### config.mk
export PLATFORM = sky130hd
export DESIGN_NAME = ldpc_frame_loader
export DESIGN_NICKNAME = d
export VERILOG_FILES = /design/src/rtl/ldpc_frame_loader.sv
export SDC_FILE = /design/constraint.sdc
export NUM_CORES = 1
export LEC_CHECK = 0
export CAP_MARGIN = 0
export CORE_ASPECT_RATIO = 1.2
export CORE_UTILIZATION = 44
export CTS_BUF_LIST = sky130_fd_sc_hd__clkbuf_2 sky130_fd_sc_hd__clkbuf_4 sky130_fd_sc_hd__clkbuf_8
export DETAILED_ROUTE_END_ITERATION = 12
export HOLD_SLACK_MARGIN = 0.15
export PLACE_DENSITY = 0.81
export SYNTH_ARGS = -nofsm -noshare
export SYNTH_HDL_FRONTEND = slang
export SYNTH_SLANG_ARGS = --single-unit
### constraint.sdc
create_clock -name clk -period 1.5 [get_ports clk]
set_input_delay 0.3 -clock clk [delete_from_list [all_inputs] [get_ports clk]]
set_output_delay 0.3 -clock clk [all_outputs]
set_load 0.02 [all_outputs]
### src/rtl/ldpc_frame_loader.sv
// ldpc_frame_loader
//   Streams one channel frame of intrinsic LLRs into the PE column loading
//   chain. Each accepted LLR is saturated to MESSAGE_WIDTH and written to
//   PE column pe_cnt at RAM address addr_cnt. Columns are filled in order,
//   each one addresses 0..L-1. After a full frame the loader stops
//   accepting input until the decoder swaps frame banks (f_id toggles).
//
// Ports
//   clk, reset    : clock, synchronous active-high reset
//   in_valid      : input LLR valid
//   in_ready      : loader accepts a beat this cycle
//   in_llr        : signed channel LLR (IN_WIDTH)
//   in_last       : final beat of a frame
//   f_id          : frame-bank id from the PE array
//   load_add      : intrinsic RAM write address (to load_add_in)
//   int_out       : saturated intrinsic message (to int_in)
//   pe_select     : one-hot PE column write strobe
//   frame_loaded  : pulse, frame completed with correct length
//   frame_err     : pulse, frame length error
//   swap_err      : pulse, f_id toggled while a frame was partly loaded
module ldpc_frame_loader #(
    parameter int L             = 32,
    parameter int NUM_PE        = 6,
    parameter int ADDR_WIDTH    = 5,
    parameter int IN_WIDTH      = 8,
    parameter int MESSAGE_WIDTH = 5
) (
    input  logic                     clk,
    input  logic                     reset,
    input  logic                     in_valid,
    output logic                     in_ready,
    input  logic [IN_WIDTH-1:0]      in_llr,
    input  logic                     in_last,
    input  logic                     f_id,
    output logic [ADDR_WIDTH-1:0]    load_add,
    output logic [MESSAGE_WIDTH-1:0] int_out,
    output logic [NUM_PE-1:0]        pe_select,
    output logic                     frame_loaded,
    output logic                     frame_err,
    output logic                     swap_err
);

    localparam int PE_WIDTH = (NUM_PE > 1) ? $clog2(NUM_PE) : 1;
    localparam logic [ADDR_WIDTH-1:0] ADDR_LAST = ADDR_WIDTH'(L - 1);
    localparam logic [PE_WIDTH-1:0]   PE_LAST   = PE_WIDTH'(NUM_PE - 1);
    localparam logic signed [IN_WIDTH-1:0] SAT_MAX =
        IN_WIDTH'((1 << (MESSAGE_WIDTH - 1)) - 1);
    localparam logic signed [IN_WIDTH-1:0] SAT_MIN =
        IN_WIDTH'(-(1 << (MESSAGE_WIDTH - 1)));

    typedef enum logic {
        LOAD,
        WAIT_SWAP
    } state_t;

    state_t                     state, state_next;
    logic [ADDR_WIDTH-1:0]      addr_cnt, addr_next;
    logic [PE_WIDTH-1:0]        pe_cnt, pe_next;
    logic                       f_ref, f_ref_next;
    logic                       f_id_q;
    logic                       loaded_next, err_next, swap_next;
    logic                       accept, final_beat;
    logic signed [IN_WIDTH-1:0] llr_s;
    logic [MESSAGE_WIDTH-1:0]   sat_llr;

    assign in_ready   = (state == LOAD);
    assign accept     = in_valid && in_ready;
    assign final_beat = (pe_cnt == PE_LAST) && (addr_cnt == ADDR_LAST);
    assign llr_s      = in_llr;

    // Clamp to the message range; in-range values keep their low bits,
    // which is exactly the sign-extended value in MESSAGE_WIDTH bits.
    always_comb begin
        sat_llr = llr_s[MESSAGE_WIDTH-1:0];
        if (llr_s > SAT_MAX) begin
            sat_llr = SAT_MAX[MESSAGE_WIDTH-1:0];
        end else if (llr_s < SAT_MIN) begin
            sat_llr = SAT_MIN[MESSAGE_WIDTH-1:0];
        end
    end

    // Next-state, counter stepping and status pulses.
    always_comb begin
        state_next  = state;
        addr_next   = addr_cnt;
        pe_next     = pe_cnt;
        f_ref_next  = f_ref;
        loaded_next = 1'b0;
        err_next    = 1'b0;
        swap_next   = 1'b0;
        case (state)
            LOAD: begin
                // Bank swap while a frame is partly in the RAMs would
                // corrupt it; flag it but keep loading.
                swap_next = (f_id != f_id_q) && ((addr_cnt != '0) || (pe_cnt != '0));
                if (accept) begin
                    if (final_beat) begin
                        state_next  = WAIT_SWAP;
                        addr_next   = '0;
                        pe_next     = '0;
                        f_ref_next  = f_id;
                        loaded_next = in_last;
                        err_next    = !in_last;
                    end else if (in_last) begin
                        addr_next = '0;
                        pe_next   = '0;
                        err_next  = 1'b1;
                    end else if (addr_cnt == ADDR_LAST) begin
                        addr_next = '0;
                        pe_next   = pe_cnt + 1'b1;
                    end else begin
                        addr_next = addr_cnt + 1'b1;
                    end
                end
            end
            WAIT_SWAP: begin
                // Compare the registered f_id so in_ready rises one edge
                // after the toggle is first sampled.
                if (f_id_q != f_ref) begin
                    state_next = LOAD;
                end
            end
            default: state_next = LOAD;
        endcase
    end

    // State register.
    always_ff @(posedge clk) begin
        if (reset) begin
            state <= LOAD;
        end else begin
            state <= state_next;
        end
    end

    // Counters, bank tracking and the registered loading-chain outputs.
    always_ff @(posedge clk) begin
        if (reset) begin
            addr_cnt     <= '0;
            pe_cnt       <= '0;
            f_ref        <= 1'b0;
            f_id_q       <= 1'b0;
            load_add     <= '0;
            int_out      <= '0;
            pe_select    <= '0;
            frame_loaded <= 1'b0;
            frame_err    <= 1'b0;
            swap_err     <= 1'b0;
        end else begin
            addr_cnt     <= addr_next;
            pe_cnt       <= pe_next;
            f_ref        <= f_ref_next;
            f_id_q       <= f_id;
            frame_loaded <= loaded_next;
            frame_err    <= err_next;
            swap_err     <= swap_next;
            if (accept) begin
                load_add  <= addr_cnt;
                int_out   <= sat_llr;
                pe_select <= NUM_PE'(1) << pe_cnt;
            end else begin
                pe_select <= '0;
            end
        end
    end

endmodule

### Yosys cells after proc, flatten, opt, wreduce, memory -nomap -nowiden

Index checks and enable logic that the tools add are counted.

* bits in registers: 30
* output and inout port bits: 20

* add/sub/neg operators: 2
* $lt $le $gt $ge: 2
* equality and inequality tests: 4
* shifts and indexed selects: 1
* muxes and demuxes: 14
* bitwise logic cells: 3
* reductions and logical operators: 15

Operator list (count)
* two-way mux 5 bit: 5
* two-way mux 3 bit: 3
* greater-than comparator 8 x 5 -> 1 bit, second input constant: 1
* less-than comparator 8 x 5 -> 1 bit, second input constant: 1
* AND reduction 3 bit: 2
* nonzero test 3 bit: 2
* left shift 1 x 3 -> 6 bit, first input constant: 1
* adder 5 x 1 -> 5 bit, second input constant: 1
* == test 5 bit, second input constant: 1
* two-way mux 1 bit: 5
* nonzero test 5 bit: 1
* OR reduction 2 bit: 2
* OR reduction 4 bit: 1
* adder 3 x 1 -> 3 bit, second input constant: 1
* == test 3 bit, second input constant: 1
* logical AND 1 bit: 3
* inverter 1 bit: 3
* OR reduction 3 bit: 1
* inequality test 1 bit: 2
* case mux 1 bit (2 select lines): 1
* AND reduction 2 bit: 1
* zero test 1 bit: 1
* logical OR 1 bit: 1

### Logic depth before layout (Yosys ltp)

Gate-level depths: netlist of run 1.

* depth in word-level cells: 5
* depth in mapped cells: 6
* depth with buffers taken out: 6

### Least setup slack after synthesis of run 1

Ideal clock, no wire load.

* path kind: reg2reg
* start: register addr_cnt[0]
* end: register pe_cnt[2]
* arrival time: 1.534 ns
* required time: 1.408 ns
* slack: -0.126 ns
* stages on the path, launching flop included: 7
* buffers on the path: 0
* cell sequence: dfxtp_1 -> ha_1 -> and3_1 -> ha_1 -> or2_1 -> and4_1 -> nor4_1

* longest elaborated chain between the ends: 4

Ends and longest elaborated chain
* from (decl): line 57 `logic [ADDR_WIDTH-1:0] addr_cnt, addr_next;`
* from (signal assigned): line 150 `addr_cnt <= addr_next;`
* == test 5 bit *: line 68, 108
* logical AND 1 bit: line 68 `assign final_beat = (pe_cnt == PE_LAST) && (addr_cnt == ADDR_LAST);`
* nonzero test 3 bit (no source line)
* AND reduction 3 bit (no source line)
* to (signal assigned): line 151 `pe_cnt <= pe_next;`
* to (decl): line 58 `logic [PE_WIDTH-1:0] pe_cnt, pe_next;`

Every way passes the cells marked *; elsewhere a longest branch is shown, timed or not.
A chain may end at the register's enable or synchronous reset.

### Worst setup path after layout of run 1

* start: register addr_cnt[1]
* end: register pe_cnt[2]

Same word-level chain as after synthesis.

==> impl_metrics.json, run 1 <==
{
  "synth_simple_gate_area_share": 0.233,
  "die_w_um": 50.4,
  "tritoncts.num_buffers": 5,
  "grt_max_degree": 20,
  "rr_startpoint": "addr_cnt[1]$_SDFFE_PP0P_",
  "timing.final.max_slew_violations": 0,
  "drtPass1Iterations": 4,
  "worst_hold_path_type": "register to register",
  "power.static_leakage_uw": 0.000758,
  "numPortBuffers": 32,
  "edff_count_synth": 0,
  "initial_utilization": 0.476,
  "compound_cell_area_share_of_the_yosys_netlist": 0.137,
  "final.min_clock_period_ns": 1.50,
  "first_global_vias": 1103,
  "drv_cap": 0,
  "die_h_um": 60.1,
  "crit_arrival_ns": 1.75,
  "layout_commonest_cell": "sky130_fd_sc_hd__dfxtp_1",
  "outcome": "complete, but fails checks",
  "cts_setup_buffers": 0,
  "timing.hold.worst.start": "load_add[1]$_SDFFE_PP0N_",
  "fmax_mhz": 665,
  "placed_cell_area_um2": 1680,
  "worstSetupPathType": "register to register",
  "post_synth.cell_area_avg_um2": 8.85,
  "grt_first_pass_wirelength_um": 4840,
  "netlist_top_cells_area": "sky130_fd_sc_hd__dfxtp_1, sky130_fd_sc_hd__a21oi_1, sky130_fd_sc_hd__ha_1",
  "slew-limit-headroom": 0.758,
  "cts_tree": "built",
  "hold_path_depth": 2,
  "worst-endpoint-required_ns": 1.75,
  "final_layout_size_suffix_gt1_frac": 0.189,
  "1st_iter_drt_viols": 23,
  "critical-path-max-stage-delay_ns": 0.35,
  "cts.clk_slew.worst_paths_ns": 0.09,
  "dominant_combinational_cell_family_by_area_after_synthesis": "simple AND/OR/NAND/NOR gates",
  "core-area_um2": 2600,
  "cts_hold_repair.buffers": 0,
  "worstPathMaxFanout": 5,
  "clock_latency_ns": 0.33,
  "failing_checks": "negative setup slack",
  "cp-end-kind": "register",
  "whs_endpoint": "load_add[1]$_SDFFE_PP0N_",
  "synth_seq_area_share": 0.485,
  "finalWeightedCongestion": 0.900,
  "most-common-layout-cells": "sky130_fd_sc_hd__dfxtp_1, sky130_fd_sc_hd__dlygate4sd2_1, sky130_fd_sc_hd__nand2_1",
  "ctsRootBufferMaster": "sky130_fd_sc_hd__clkbuf_4",
  "grt_antenna_before_repair": 0,
  "post_route_antenna_net_violation_count": 0,
  "wl_per_cell_um": 13.4,
  "setup.worst_path.start": "addr_cnt[1]$_SDFFE_PP0P_",
  "worst_setup_slack_after_layout_ns": -0.00300,
  "layout.cells.non_filler": 218,
  "die_area_um2": 3030,
  "cpLargestDelayFamily": "simple AND/OR/NAND/NOR gates",
  "htreeDepth": 2,
  "place.detailed.hpwl_um": 2070,
  "layout-area-overhead-vs-synth_pct": 43.4,
  "synthDominantCellAreaShare": 0.485,
  "setup_viol": 1,
  "fin_nets": 203,
  "gate_count_of_the_mapped_netlist": 140,
  "reg2reg_slack_ns": -0.003,
  "regToRegEndpoint": "pe_cnt[2]$_SDFFE_PP0P_",
  "finClkSkew_ns": 0.00851,
  "fp-row-count": 20,
  "timing.critical_path.from_type": "register",
  "tightestPinTransition_ns": 0.363,
  "cts_buffer_depth": 2,
  "hold_viol": 0,
  "cts.sink_count": 30,
  "rsz0062_at_grt": "true",
  "critical_path.cell_chain": "ha_4 > and3_4 > ha_4 > or2_4 > and4_1 > nor4_2",
  "postSynth.topFlopCell": "sky130_fd_sc_hd__dfxtp_1",
  "crit_path_frequent_cell": "sky130_fd_sc_hd__ha_4",
  "reg2reg_depth": 6,
  "drc": 0,
  "grt.total_usage": 0.224,
  "vias_per_cell": 5.37,
  "async_flop_share": 0,
  "yosys.area_share.adder": 0.0606,
  "pin_count": 33,
  "postSynthNetCount": 159,
  "yosys_register_bits": 30,
  "synth.largest_area_cell": "sky130_fd_sc_hd__dfxtp_1",
  "detailroute.via_count": 1170,
  "fin_total_pwr_uw": 1540,
  "cp_num_buf_inv": 0,
  "synth.distinct_cells": 31,
  "syn-cell-area_um2": 1240,
  "aggregate_routed_wire_length_um": 2920,
  "placed_cells": 210,
  "synth_mux_area_frac": 0,
  "totalNegativeSetupSlack_ns": -0.00300,
  "power_density_nw_per_um2": 868,
  "final_min_period_over_clock_period": 1.00,
  "global_route.overflow_total": 0,
  "highest_ir_drop_seen_on_vdd_mv": 0.672,
  "n_antenna_cell": 0,
  "yosysWarnings": 0,
  "yosys.area_share.xor_xnor": 0.0354,
  "timing.critical_path.slowest_stage_cell": "sky130_fd_sc_hd__dfxtp_2",
  "postLayoutCellArea_um2": 1780
}
==> flip-flops by register name, indices dropped and copies added (netlist names) <==
name          flops
frame_loaded      1
f_ref             1
addr_cnt          5
load_add          5
pe_cnt            3
int_out           5
swap_err          1
frame_err         1
state             1
f_id_q            1
pe_select         6
==> synthesized netlist by cell type, types with 2 or more instances <==
master	n
sky130_fd_sc_hd__a221oi_1	4
sky130_fd_sc_hd__nand4_1	2
sky130_fd_sc_hd__o21ai_1	3
sky130_fd_sc_hd__nand2_1	18
sky130_fd_sc_hd__and3_1	8
sky130_fd_sc_hd__nor2_1	5
sky130_fd_sc_hd__xnor2_1	4
sky130_fd_sc_hd__dfxtp_1	30
sky130_fd_sc_hd__a31oi_1	2
sky130_fd_sc_hd__nand3_1	6
sky130_fd_sc_hd__buf_2	3
sky130_fd_sc_hd__nor2b_1	2
sky130_fd_sc_hd__clkbuf_1	5
sky130_fd_sc_hd__a21oi_1	15
sky130_fd_sc_hd__nor4_1	3
sky130_fd_sc_hd__nor3_1	5
sky130_fd_sc_hd__ha_1	6
sky130_fd_sc_hd__inv_1	5
sky130_fd_sc_hd__and2_1	2
==> worst reg2reg max path: stages (launching register included) <==
cell                      delay (ns)
sky130_fd_sc_hd__dfxtp_2        0.35
sky130_fd_sc_hd__ha_4           0.15
sky130_fd_sc_hd__and3_4         0.18
sky130_fd_sc_hd__ha_4           0.18
sky130_fd_sc_hd__or2_4          0.25
sky130_fd_sc_hd__and4_1         0.19
sky130_fd_sc_hd__nor4_2         0.12
==> final cells by class <==
type	count	area [um2]
Fill cell	220	826
Multi-Input combinational cell	96	649
Sequential cell	30	603
Timing Repair Buffer	46	400
Clock buffer	7	58.8
Tap cell	33	41.3
Inverter	5	18.8
Clock inverter	1	5.00
==> kinds of logic (layout without fill, tap and decap cells) <==
group / count (synthesis) / in the layout
flops: 30 / 30
compound gates: 28 / 28
xor+xnor: 5 / 5
buf+inv: 14 / 59
simple gates: 57 / 57
fa+ha+maj: 6 / 6
==> metrics by stage <==
stage / hold WS [ns] / worst slack (ns) / util
after floorplan: 0.428 / 0.00328 / -
after global placement: 0.449 / -0.0926 / 0.646
after detailed placement: 0.454 / -0.168 / 0.646
after CTS: 0.465 / -0.0303 / 0.683
after global routing: 0.487 / -0.0473 / 0.683
final: 0.461 / -0.00300 / 0.683
==> power by group <==
part	total (uW)	switching [uW]	internal [uW]
Clock	517	272	245
Combinational	195	101	93.6
Sequential	830	13.4	816
Total	1540	387	1150
==> timing repair <==
item,4_1_cts,5_1_grt
pin swaps,1,1
gates resized for setup,29,0
endpoints found under the setup margin,26,1
==> per-layer routing <==
layer	part of all wire	wire length (um)	GRT usage	up-vias
met5	0	0	0	-
met4	0.022	65	0.103	0
met3	0.053	155	0.0789	8
met2	0.54	1580	0.436	32
met1	0.38	1120	0.205	550
li1	-	-	-	580
==> worst max-delay path by stage <==
stage	to	slack (ns)	depth (start not counted)
6_report	pe_cnt[2]$_SDFFE_PP0P_	-0.003	6
3_5_place_dp	pe_select[3]$_SDFF_PP0_	-0.17	5
4_1_cts	pe_cnt[2]$_SDFFE_PP0P_	-0.03	6
3_3_place_gp	addr_cnt[3]$_SDFFE_PP0P_	-0.09	4
2_1_floorplan	pe_cnt[2]$_SDFFE_PP0P_	0.003	6
5_1_grt	pe_cnt[2]$_SDFFE_PP0P_	-0.05	6
No activity file was read; power rests on OpenSTA's default activity.
==> run 2, diff against run 1 <==
- CAP_MARGIN: 0 -> not set
==> results of run 2 <==
Final layout, timing and power as in run 1 (identical DEF).
